--- config.mk ---
export PLATFORM = sky130hd
export DESIGN_NAME = serial_word_comparator
export DESIGN_NICKNAME = d
export VERILOG_FILES = /design/src/rtl/serial_word_comparator_pkg.sv /design/src/rtl/serial_word_comparator_bit_eq_cell.sv /design/src/rtl/serial_word_comparator.sv
export SDC_FILE = /design/constraint.sdc
export NUM_CORES = 1
export LEC_CHECK = 0
export ABC_AREA = 1
export BUFFER_PORTS_ARGS = -buffer_cell sky130_fd_sc_hd__buf_2
export CORE_UTILIZATION = 52
export CTS_CLUSTER_DIAMETER = 100
export DETAILED_ROUTE_END_ITERATION = 10
export GPL_TIMING_DRIVEN = 0
export PLACE_DENSITY_LB_ADDON = 0.25
export SYNTH_ARGS = -nofsm -noshare
export SYNTH_HDL_FRONTEND = slang
export SYNTH_HIERARCHICAL = 1
export SYNTH_SLANG_ARGS = --single-unit
export TNS_END_PERCENT = 30
--- constraint.sdc ---
create_clock -name i_clk -period 1.7 [get_ports i_clk]
set_input_delay 0.34 -clock i_clk [delete_from_list [all_inputs] [get_ports i_clk]]
set_output_delay 0.34 -clock i_clk [all_outputs]
set_load 0.005 [all_outputs]
--- src/rtl/serial_word_comparator_pkg.sv ---
// Shared definitions for the serial word comparator: FSM encoding and a
// constant ceil-log2 helper used to size counters and ports.
package cmp_defs;

  typedef enum logic [1:0] {
    ST_IDLE    = 2'd0,
    ST_COMPARE = 2'd1,
    ST_DONE    = 2'd2
  } state_t;

  // Ceiling log2; used only at elaboration time.
  function automatic int clog2(input int n);
    int r;
    int v;
    r = 0;
    v = n - 1;
    while (v > 0) begin
      r = r + 1;
      v = v >> 1;
    end
    return r;
  endfunction

endpackage

--- src/rtl/serial_word_comparator_bit_eq_cell.sv ---
// Single-bit equality cell: XNOR expressed as a product of sums.
module bit_eq_cell (
  input  logic i_a,
  input  logic i_b,
  output logic o_eq
);

  assign o_eq = (~i_a | i_b) & (i_a | ~i_b);

endmodule

--- src/rtl/serial_word_comparator.sv ---
// Bit-serial word equality stage: accumulates per-bit XNOR results over a
// WIDTH-bit word and reports match, mismatch count and first mismatch index.
module serial_word_comparator
  import cmp_defs::*;
#(
  parameter int WIDTH = 8
) (
  input  logic                          i_clk,
  input  logic                          i_rst,
  input  logic                          i_start,
  input  logic                          i_abort,
  input  logic                          i_bit_valid,
  input  logic                          i_a_bit,
  input  logic                          i_b_bit,
  output logic                          o_busy,
  output logic                          o_done,
  output logic                          o_match,
  output logic [clog2(WIDTH+1)-1:0]     o_mismatch_count,
  output logic [clog2(WIDTH)-1:0]       o_first_mismatch_idx,
  output logic                          o_mismatch_seen
);

  localparam int CW  = clog2(WIDTH);
  localparam int MCW = clog2(WIDTH + 1);
  localparam logic [CW-1:0] LAST_IDX = CW'(WIDTH - 1);

  state_t           r_state;
  logic [CW-1:0]    r_cnt;
  logic [MCW-1:0]   r_count;
  logic [CW-1:0]    r_idx;
  logic             r_seen;
  logic             r_match;
  logic             r_busy;
  logic             r_done;

  state_t           w_state_nxt;
  logic [CW-1:0]    w_cnt_nxt;
  logic [MCW-1:0]   w_count_nxt;
  logic [CW-1:0]    w_idx_nxt;
  logic             w_seen_nxt;
  logic             w_match_nxt;
  logic             w_busy_nxt;
  logic             w_done_nxt;
  logic             w_start_ok;
  logic             w_eq;

  bit_eq_cell u_eq (
    .i_a  (i_a_bit),
    .i_b  (i_b_bit),
    .o_eq (w_eq)
  );

  // Next-state and next-output computation
  always_comb begin
    w_state_nxt = r_state;
    w_cnt_nxt   = r_cnt;
    w_count_nxt = r_count;
    w_idx_nxt   = r_idx;
    w_seen_nxt  = r_seen;
    w_match_nxt = r_match;
    w_done_nxt  = 1'b0;
    w_start_ok  = i_start & (r_state != ST_COMPARE);

    case (r_state)
      ST_IDLE: begin
        w_state_nxt = ST_IDLE;
      end
      ST_COMPARE: begin
        if (i_abort) begin
          w_state_nxt = ST_IDLE;
          w_match_nxt = 1'b0;
        end else if (i_bit_valid) begin
          if (!w_eq) begin
            w_count_nxt = r_count + MCW'(1);
            if (!r_seen) begin
              w_idx_nxt  = r_cnt;
              w_seen_nxt = 1'b1;
            end else begin
              w_idx_nxt  = r_idx;
            end
          end else begin
            w_count_nxt = r_count;
          end
          if (r_cnt == LAST_IDX) begin
            w_state_nxt = ST_DONE;
            w_done_nxt  = 1'b1;
            w_match_nxt = (w_count_nxt == {MCW{1'b0}});
          end else begin
            w_cnt_nxt   = r_cnt + CW'(1);
          end
        end else begin
          w_state_nxt = ST_COMPARE;
        end
      end
      ST_DONE: begin
        w_state_nxt = ST_IDLE;
      end
      default: begin
        w_state_nxt = ST_IDLE;
      end
    endcase

    // An accepted start overrides whatever IDLE/DONE would have done.
    if (w_start_ok) begin
      w_state_nxt = ST_COMPARE;
      w_cnt_nxt   = {CW{1'b0}};
      w_count_nxt = {MCW{1'b0}};
      w_idx_nxt   = {CW{1'b0}};
      w_seen_nxt  = 1'b0;
      w_match_nxt = 1'b0;
    end else begin
      w_cnt_nxt   = w_cnt_nxt;
    end

    w_busy_nxt = (w_state_nxt == ST_COMPARE);
  end

  // State, datapath and registered outputs
  always_ff @(posedge i_clk or posedge i_rst) begin
    if (i_rst) begin
      r_state <= ST_IDLE;
      r_cnt   <= {CW{1'b0}};
      r_count <= {MCW{1'b0}};
      r_idx   <= {CW{1'b0}};
      r_seen  <= 1'b0;
      r_match <= 1'b0;
      r_busy  <= 1'b0;
      r_done  <= 1'b0;
    end else begin
      r_state <= w_state_nxt;
      r_cnt   <= w_cnt_nxt;
      r_count <= w_count_nxt;
      r_idx   <= w_idx_nxt;
      r_seen  <= w_seen_nxt;
      r_match <= w_match_nxt;
      r_busy  <= w_busy_nxt;
      r_done  <= w_done_nxt;
    end
  end

  assign o_busy               = r_busy;
  assign o_done               = r_done;
  assign o_match              = r_match;
  assign o_mismatch_count     = r_count;
  assign o_first_mismatch_idx = r_idx;
  assign o_mismatch_seen      = r_seen;

endmodule
==> flow_summary.json, run 1 <==
{
  "cts_buffers": 3,
  "setup_viol": 0,
  "die_width_um": 43.25,
  "crit_path_start_kind": "flip-flop",
  "synthesis.area_um2": 884.6,
  "layout-drive-gt1-share_pct": 26.72,
  "io_pins": 18,
  "synthDistinctLibCells": 19,
  "syn-num-nets": 121,
  "root_buffer": "clkbuf_4",
  "insertedDiodeCount": 0,
  "grtUsageTotal_pct": 19.26,
  "syn_inst": 110,
  "crit_chain": "ha_1 -> ha_1 -> nand2_1 -> nand2_1 -> nand2_1 -> nand2_1 -> inv_2 -> nor2_1 -> nand2_1 -> nand2_1",
  "htree_levels": 1,
  "worstSetupEndpointType": "flip-flop",
  "tightest_slew_ns": 0.5930,
  "wl_per_cell_um": 10.84,
  "yosysTopAreaCellShare_pct": 45.26,
  "wl_mm": 1.594,
  "yosysWarnings": 6,
  "die_y_um": 43.25,
  "dp_slack_ns": 0.3040,
  "vias": 746,
  "drv_slew": 0,
  "cp_data_required_time_ns": 1.89,
  "crit_fanout": 4,
  "final_common_cell": "nand2_1",
  "hold_class": "in2async",
  "post-cts-setup-buffers": 0,
  "powerDensity_nw_per_um2": 832.1,
  "synth_seq_cells": 16,
  "fin_crit_ns": 1.373,
  "synth_top_family_by_area": "simple AND/OR/NAND/NOR gates",
  "drc": 0,
  "syn2layout_area_growth_pct": 15.98,
  "max_stage_delay_ns": 0.42,
  "globalplace.congestion": 0.8293,
  "dr.pass1.iters": 4,
  "cts_hold_buf": 0,
  "via_per_inst": 5.075,
  "finalNetCount": 143,
  "synth_fa_ha_area_share_pct": 5.658,
  "postSynthAreaPerCell_um2": 8.042,
  "clk_path_buf_depth": 2,
  "crit_path_top_delay_cell": "dfrtp_1",
  "portBuffers": 17,
  "antenna_found_initial": 0,
  "crit_top_cell": "nand2_1",
  "ant_nets": 0,
  "leakage_nw": 0.6019,
  "core-area_um2": 1541,
  "cts_tree": "built",
  "final_cell_mix": "nand2_1, buf_2, dfrtp_1",
  "synthXorXnorAreaFrac_pct": 0,
  "dieArea_um2": 1870,
  "cts_num_sinks": 16,
  "setup_ws_ns": 0.3265,
  "fin_worst_skew_ns": 0.01278,
  "post_cts_resized": 0,
  "drtIter0Drc": 16,
  "muxShareOfSynthArea_pct": 0,
  "critical_path_arrival_ns": 1.57,
  "vdd_ir_drop_max_uv": 786.6,
  "total_power_mw": 0.8537,
  "grt_pass1_wl_mm": 2.677,
  "cap_violations": 0,
  "synth-simple-area-share_pct": 31.97,
  "grt_overflow": 0,
  "synth_compound_area_share_pct": 8.487,
  "dpl.hpwl_mm": 1.215,
  "rows": 14,
  "rsz0062_at_grt": "no",
  "final_hold_viol_count": 0,
  "fin_setup_tns_ns": 0,
  "yosys-top-cells-area": "dfrtp_1, nand2_1, inv_1",
  "min_period_over_period_pct": 80.79,
  "path_class": "reg2reg",
  "initial_utilization_pct": 57.39,
  "status": "completed",
  "grt_pass1_vias": 665,
  "clkTransAtPathRegs_ns": 0.10,
  "clk_latency_ns": 0.29,
  "yosysSeqAreaShare_pct": 45.26,
  "synth_top_area_cell": "dfrtp_1",
  "fmax_mhz": 728.1,
  "max_slew_margin_pct": 60.43,
  "grt_start_max_net_pins": 17
}
==> synth_stat cells <==
cell      instances
a21oi_1           4
a21oi_2           2
clkinv_4          1
dfrtp_1          16
ha_1              4
inv_1            14
inv_2             4
nand2_1          36
nand2_2           2
nand2_4           3
nand3_1           6
nand3_2           1
nand4_1           2
nor2_1            5
nor2_8            1
nor3_1            2
o21ai_0           3
o21ai_1           2
o22ai_1           2
==> report_power, final <==
part / switching, mW / internal [mW]
registers: 0.0209 / 0.408
logic: 0.113 / 0.0623
clock network: 0.119 / 0.130
total: 0.253 / 0.601
==> logic make-up after synthesis <==
| group | after synthesis |
|---|---|
| buffers and inverters | 19 |
| adders and majority gates | 4 |
| AOI/OAI and AO/OA | 13 |
| DFF | 16 |
| and+or+nand+nor | 58 |
==> final timing paths <==
path	startpoint	end	slack, ns	depth (start not counted)
min	i_rst	o_done	0.1	2
max in group asynchronous	i_rst	o_mismatch_count[1]	1.20	2
min reg2reg	o_match	o_match	0.49	2
min in group i_clk	i_abort	o_done	0.26	2
max reg2reg	r_cnt[0]	o_match	0.33	10
max	r_cnt[0]	o_match	0.33	10
==> state kept, by name, summed over array words and instances, names as in the netlist <==
name / flops
o_mismatch_count: 4
o_first_mismatch_idx: 3
r_state: 2
r_cnt: 3
o_match: 1
o_done: 1
o_mismatch_seen: 1
o_busy: 1
==> metal layers <==
layer  wire length (um)  GRT usage, %
met3                 88         6.809
met5                  0             0
met1                725         24.52
met4                 10         3.636
met2                770         31.64
==> area by class of cell <==
class                      count  area (um^2)
multi-input combinational     75        407.9
sequential                    16        400.4
tap                           16        20.02
timing repair buffer          17        85.08
fill                         142        515.5
inverter                      19        76.32
clock buffer                   4        36.28
==> through the flow <==
stage	cell area (um^2)	util, %	std cells	hold WS, ns
2_1_floorplan	884.6	-	110	0.2537
3_3_place_gp	989.7	64.20	143	0.4392
3_5_place_dp	989.7	64.20	143	0.4420
4_1_cts	1026	66.56	147	0.1220
5_1_grt	1026	66.56	147	0.1520
6_report	1026	66.56	147	0.09614
==> critical path, delay by kind of cell, from the launching register on <==
| family | cells | cell delay [ns] |
|---|---|---|
| and+or+nand+nor | 7 | 0.39 |
| adders and majority gates | 2 | 0.41 |
| buffers and inverters | 1 | 0.05 |
| DFF | 1 | 0.42 |
No activity file was read; power rests on OpenSTA's default activity.
==> run 2: changes to the inputs <==
--- a/config.mk
+++ b/config.mk
@@ -7,7 +7,7 @@
 export LEC_CHECK = 0
 export ABC_AREA = 1
 export BUFFER_PORTS_ARGS = -buffer_cell sky130_fd_sc_hd__buf_2
-export CORE_UTILIZATION = 52
+export CORE_UTILIZATION = 47
 export CTS_CLUSTER_DIAMETER = 100
 export DETAILED_ROUTE_END_ITERATION = 10
 export GPL_TIMING_DRIVEN = 0
==> constraint.sdc (replaced) <==
create_clock -name i_clk -period 1.2 [get_ports i_clk]
set_input_delay 0.24 -clock i_clk [delete_from_list [all_inputs] [get_ports i_clk]]
set_output_delay 0.24 -clock i_clk [all_outputs]
set_load 0.005 [all_outputs]
==> run 2 against run 1 <==
- the flow now finishes with violations (setup timing)
- sequential power up 41%
- critical path depth down 5
- clock skew shrank 0.012 ns
- largest cell class unchanged
- worst setup slack got worse by 0.40 ns
==> flow_summary.json, run 2 (synthesized netlist as in run 1, its figures left out) <==
{
  "status": "finished with violations",
  "violations": "setup timing",
  "fmax_mhz": 783.7,
  "nFillCells": 162,
  "setup_viol": 2,
  "final_hold_viol_count": 0,
  "finalNetCount": 150,
  "final_cell_mix": "nand2_1, buf_2, dfrtp_1",
  "insertedDiodeCount": 0,
  "io_pins": 18,
  "clk_latency_ns": 0.28,
  "tightest_slew_ns": 0.6375,
  "crit_path_start_kind": "flip-flop",
  "cp_data_required_time_ns": 1.41,
  "max_slew_margin_pct": 57.45,
  "layout-drive-gt1-share_pct": 34.31,
  "dr.pass1.iters": 4,
  "utilization_pct": 64.37,
  "max_stage_delay_ns": 0.43,
  "register_area_um2": 400.4,
  "clkTransAtPathRegs_ns": 0.09,
  "fin_crit_ns": 1.276,
  "portBuffers": 17,
  "final_common_cell": "nand2_1",
  "switching_share_pct": 31.37,
  "dieArea_um2": 2060,
  "dp.cells": 152,
  "leakage_nw": 0.6332,
  "multi_input_comb_area_um2": 445.4,
  "die_y_um": 45.39,
  "initial_utilization_pct": 50.68,
  "stdcell_area_um2": 1124,
  "drc": 0,
  "via_per_inst": 4.988,
  "largest_reg_flops": 4,
  "crit_fanout": 2,
  "globalplace.congestion": 0.8541,
  "grt_pass1_wl_mm": 2.884,
  "min_period_over_period_pct": 106.3,
  "rsz0062_at_grt": "yes",
  "grtUsageTotal_pct": 19.73,
  "root_buffer": "clkbuf_4",
  "wl_per_cell_um": 11.02,
  "dpl.hpwl_mm": 1.221,
  "comb_power_share_pct": 25.0,
  "placed_area_um2": 1018,
  "core-area_um2": 1745,
  "cap_violations": 0,
  "die_width_um": 45.39,
  "grt_start_max_net_pins": 17,
  "rows": 15,
  "setup_ws_ns": -0.07601,
  "powerDensity_nw_per_um2": 1059,
  "dp_slack_ns": -0.1104,
  "wl_mm": 1.785,
  "pwr-share-seq_pct": 51.0,
  "hold_class": "in2async",
  "path_class": "reg2reg",
  "worstSetupEndpointType": "flip-flop",
  "p_sw_mw": 0.3731,
  "critical_path_arrival_ns": 1.49,
  "p_int_mw": 0.8162,
  "vdd_ir_drop_max_uv": 814.7,
  "htree_levels": 1,
  "drtIter0Drc": 10,
  "antenna_found_initial": 0,
  "clk_path_buf_depth": 2,
  "crit_chain": "ha_4 -> ha_2 -> o21ai_1 -> nand3_1 -> a21oi_1",
  "crit_path_top_delay_cell": "dfrtp_1",
  "cts_num_sinks": 16,
  "grt_overflow": 0,
  "p_clk_share_pct": 24.0,
  "drv_slew": 0,
  "syn2layout_area_growth_pct": 27.02,
  "grt_pass1_vias": 717,
  "fin_worst_skew_ns": 0.001267,
  "layout.cells.non_filler": 162,
  "total_power_mw": 1.189,
  "cts_buffers": 3,
  "cts_tree": "built",
  "vias": 808,
  "ant_nets": 0
}
-- run 2: cell types whose count changed in the layout (fill, tap and decap cells not counted), moves of 2 or more --
cell     previous run  this run
buf_6               0         2
nand2_1            36        34
ha_1                4         1
buf_4               0         6
ha_4                0         2
-- run 2: power by group through the flow --
stage / clock network, mW / logic, mW / registers, mW
after floorplan: 0 / 0.174 / 0.619
after global placement: 0 / 0.245 / 0.618
after detailed placement: 0 / 0.249 / 0.620
after CTS: 0.298 / 0.277 / 0.604
after global routing: 0.310 / 0.337 / 0.611
final: 0.285 / 0.297 / 0.607
-- run 2: cell type report --
| cell class | count | area share, % |
|---|---|---|
| Timing Repair Buffer | 24 | 13.14 |
| Clock buffer | 3 | 2.004 |
| Inverter | 19 | 6.793 |
| Tap cell | 25 | 2.784 |
| Multi-Input combinational cell | 75 | 39.64 |
| Sequential cell | 16 | 35.63 |
-- run 2: through the flow --
stage	setup TNS (ns)	hold slack [ns]
after floorplan	-0.03085	0.1537
after global placement	-0.3017	0.3390
after detailed placement	-0.4185	0.3507
after CTS	-0.1169	0.03292
after global routing	-0.5716	0.06743
final	-0.1388	0.02160
-- run 2: timing repair --
item | in CTS | in global routing
endpoints found under the setup margin | 6 | 13
hold buffers | 0 | 0
setup buffers | 5 | 2
gates resized for setup | 5 | 3
pin swaps | 6 | 1
-- run 2: routing by layer --
| metal | routed length (um) | track usage, % | part of all wire (%) |
|---|---|---|---|
| met5 | 0 | 0 | 0 |
| met4 | 29 | 10.91 | 1.6 |
| met3 | 55 | 2.381 | 3.1 |
| met2 | 878 | 32.00 | 49 |
| met1 | 821 | 25.38 | 46 |
-- run 2: path summary, 6_finish.rpt --
| check | startpoint | endpoint | slack (ns) | cells past startpoint |
|---|---|---|---|---|
| setup / recovery | r_cnt[1] | o_busy | -0.08 | 5 |
| hold / removal | i_rst | o_busy | 0.02 | 2 |
| setup reg to reg | r_cnt[1] | o_busy | -0.08 | 5 |
| hold reg to reg | o_match | o_match | 0.48 | 2 |
| max in group asynchronous | i_rst | o_first_mismatch_idx[2] | 0.77 | 2 |
| min in group i_clk | i_abort | o_done | 0.16 | 2 |
-- run 2: worst max-delay path: cells and delay by family (launching register included) --
kind                     cells  cell delay [ns]
AND/OR/NAND/NOR              1             0.12
adder cells (fa/ha/maj)      2             0.37
AO/OA/AOI/OAI                2             0.29
flip-flops                   1             0.43
==> run 3: changes to the inputs <==
--- a/config.mk
+++ b/config.mk
@@ -8,10 +8,12 @@
 export ABC_AREA = 1
 export BUFFER_PORTS_ARGS = -buffer_cell sky130_fd_sc_hd__buf_2
 export CORE_UTILIZATION = 47
+export CTS_BUF_LIST = sky130_fd_sc_hd__clkbuf_4 sky130_fd_sc_hd__clkbuf_8 sky130_fd_sc_hd__clkbuf_16
 export CTS_CLUSTER_DIAMETER = 100
 export DETAILED_ROUTE_END_ITERATION = 10
 export GPL_TIMING_DRIVEN = 0
 export PLACE_DENSITY_LB_ADDON = 0.25
+export SKIP_CTS_REPAIR_TIMING = 1
 export SYNTH_ARGS = -nofsm -noshare
 export SYNTH_HDL_FRONTEND = slang
 export SYNTH_HIERARCHICAL = 1
==> run 3 against run 2 <==
- the flow still finishes with violations (setup timing)
- sequential share of layout area up 1.6 points
- core utilization down 2.8 points
- first-iteration DRC count up 80%
- non-clock buffer count down 6
- power down 2.1%
- global-route usage down 0.65 points
- register-to-register slack worse by 0.03 ns
- via count down 4.7%
- routed wire length down 3.0%
- clock skew up 0.0021 ns
- final cell count down 3.7%
- flip-flop and latch count unchanged
- critical path type unchanged
==> flow_summary.json, run 3 (synthesized netlist as in run 1, its figures left out) <==
{
  "final_cell_mix": "nand2_1, buf_2, dfrtp_1",
  "drv_slew": 0,
  "wl_mm": 1.732,
  "grt_start_max_net_pins": 17,
  "crit_fanout": 4,
  "clkTransAtPathRegs_ns": 0.09,
  "cts_buffers": 3,
  "grt_overflow": 0,
  "rows": 15,
  "hold_class": "in2async",
  "final_hold_viol_count": 0,
  "initial_utilization_pct": 50.68,
  "drtIter0Drc": 18,
  "insertedDiodeCount": 0,
  "grtUsageTotal_pct": 19.08,
  "layout.cells.non_filler": 156,
  "fin_setup_tns_ns": -0.2684,
  "min_period_over_period_pct": 108.5,
  "max_stage_delay_ns": 0.44,
  "stdcell_area_um2": 1075,
  "cts_tree": "built",
  "crit_buf_inv": 1,
  "cp_data_required_time_ns": 1.39,
  "grt_pass1_wl_mm": 2.766,
  "violations": "setup timing",
  "crit_chain": "ha_4 -> ha_4 -> nand2_4 -> nand2_1 -> nand2_1 -> nand2_1 -> inv_2 -> nor2_1 -> nand2_1 -> nand2_1",
  "wl_per_cell_um": 11.10,
  "layout-drive-gt1-share_pct": 32.06,
  "largest_reg_flops": 4,
  "rr_worst_depth": 10,
  "dp.cells": 152,
  "final_common_cell": "nand2_1",
  "vias": 770,
  "tightest_slew_ns": 0.6224,
  "drc": 0,
  "cap_violations": 0,
  "rr_startpoint": "r_cnt[0]",
  "portBuffers": 17,
  "htree_levels": 1,
  "crit_path_top_delay_cell": "dfrtp_1",
  "via_per_inst": 4.936,
  "dpl.hpwl_mm": 1.221,
  "rsz0062_at_grt": "yes",
  "dr.pass1.iters": 4,
  "powerDensity_nw_per_um2": 1084,
  "dieArea_um2": 2060,
  "grt_pass1_vias": 691,
  "antenna_found_initial": 0,
  "cts_num_sinks": 16,
  "register_area_um2": 400.4,
  "fin_crit_ns": 1.302,
  "fmax_mhz": 768.2,
  "root_buffer": "clkbuf_4",
  "r2r-end": "o_match",
  "core-area_um2": 1745,
  "io_pins": 18,
  "syn2layout_area_growth_pct": 21.50,
  "setup_ws_ns": -0.1018,
  "vdd_ir_drop_max_uv": 813.9,
  "clk_path_buf_depth": 2,
  "fin_worst_skew_ns": 0.003360,
  "critical_path_arrival_ns": 1.49,
  "nFillCells": 167,
  "worstSetupEndpointType": "flip-flop",
  "ant_nets": 0,
  "total_power_mw": 1.165,
  "max_slew_margin_pct": 58.46,
  "path_class": "reg2reg",
  "crit_top_cell": "nand2_1",
  "cp_top_family": "flip-flops",
  "clk_latency_ns": 0.29,
  "crit_path_start_kind": "flip-flop",
  "leakage_nw": 0.6017,
  "reg2reg_slack_ns": -0.10,
  "setup_viol": 6,
  "placed_area_um2": 1018,
  "die_y_um": 45.39,
  "globalplace.congestion": 0.8541,
  "status": "finished with violations",
  "multi_input_comb_area_um2": 451.7,
  "finalNetCount": 144,
  "die_width_um": 45.39
}
run 3: worst max-delay path by stage:
stage	startpoint	endpoint	slack (ns)	cells past startpoint
global route	r_cnt[0]	o_match	-0.19	10
global placement	r_cnt[0]	o_busy	-0.09	5
floorplan	r_cnt[0]	o_match	-0.02	10
CTS	r_cnt[0]	o_busy	-0.14	5
finish	r_cnt[0]	o_match	-0.10	10
detailed placement	r_cnt[0]	o_busy	-0.11	5
run 3: power by group:
part	internal [mW]	total (mW)	switching (mW)
Combinational	0.101	0.266	0.166
Sequential	0.578	0.611	0.0334
Clock	0.117	0.287	0.170
run 3: metrics by stage:
step                hold WS (ns)  utilization, %  worst slack (ns)
CTS                      0.03292           59.64           -0.1411
global placement          0.3390           58.35          -0.08747
floorplan                 0.1537               -          -0.02156
finish                  0.008376           61.58           -0.1018
global route             0.07091           61.58           -0.1902
detailed placement        0.3507           58.35           -0.1104
run 3: layout make-up:
cell class	instances	area share (%)
clock buffer	3	2.095
timing repair buffer	18	8.615
tap	25	2.910
sequential	16	37.25
multi-input combinational	75	42.03
inverter	19	7.101
run 3: layer usage:
layer	wire length (um)	GRT usage, %	vias to the layer above
met5	0	0	-
met2	843	31.14	13
met1	803	24.17	361
met3	50	2.381	5
met4	34	10.91	0
li1	-	-	391
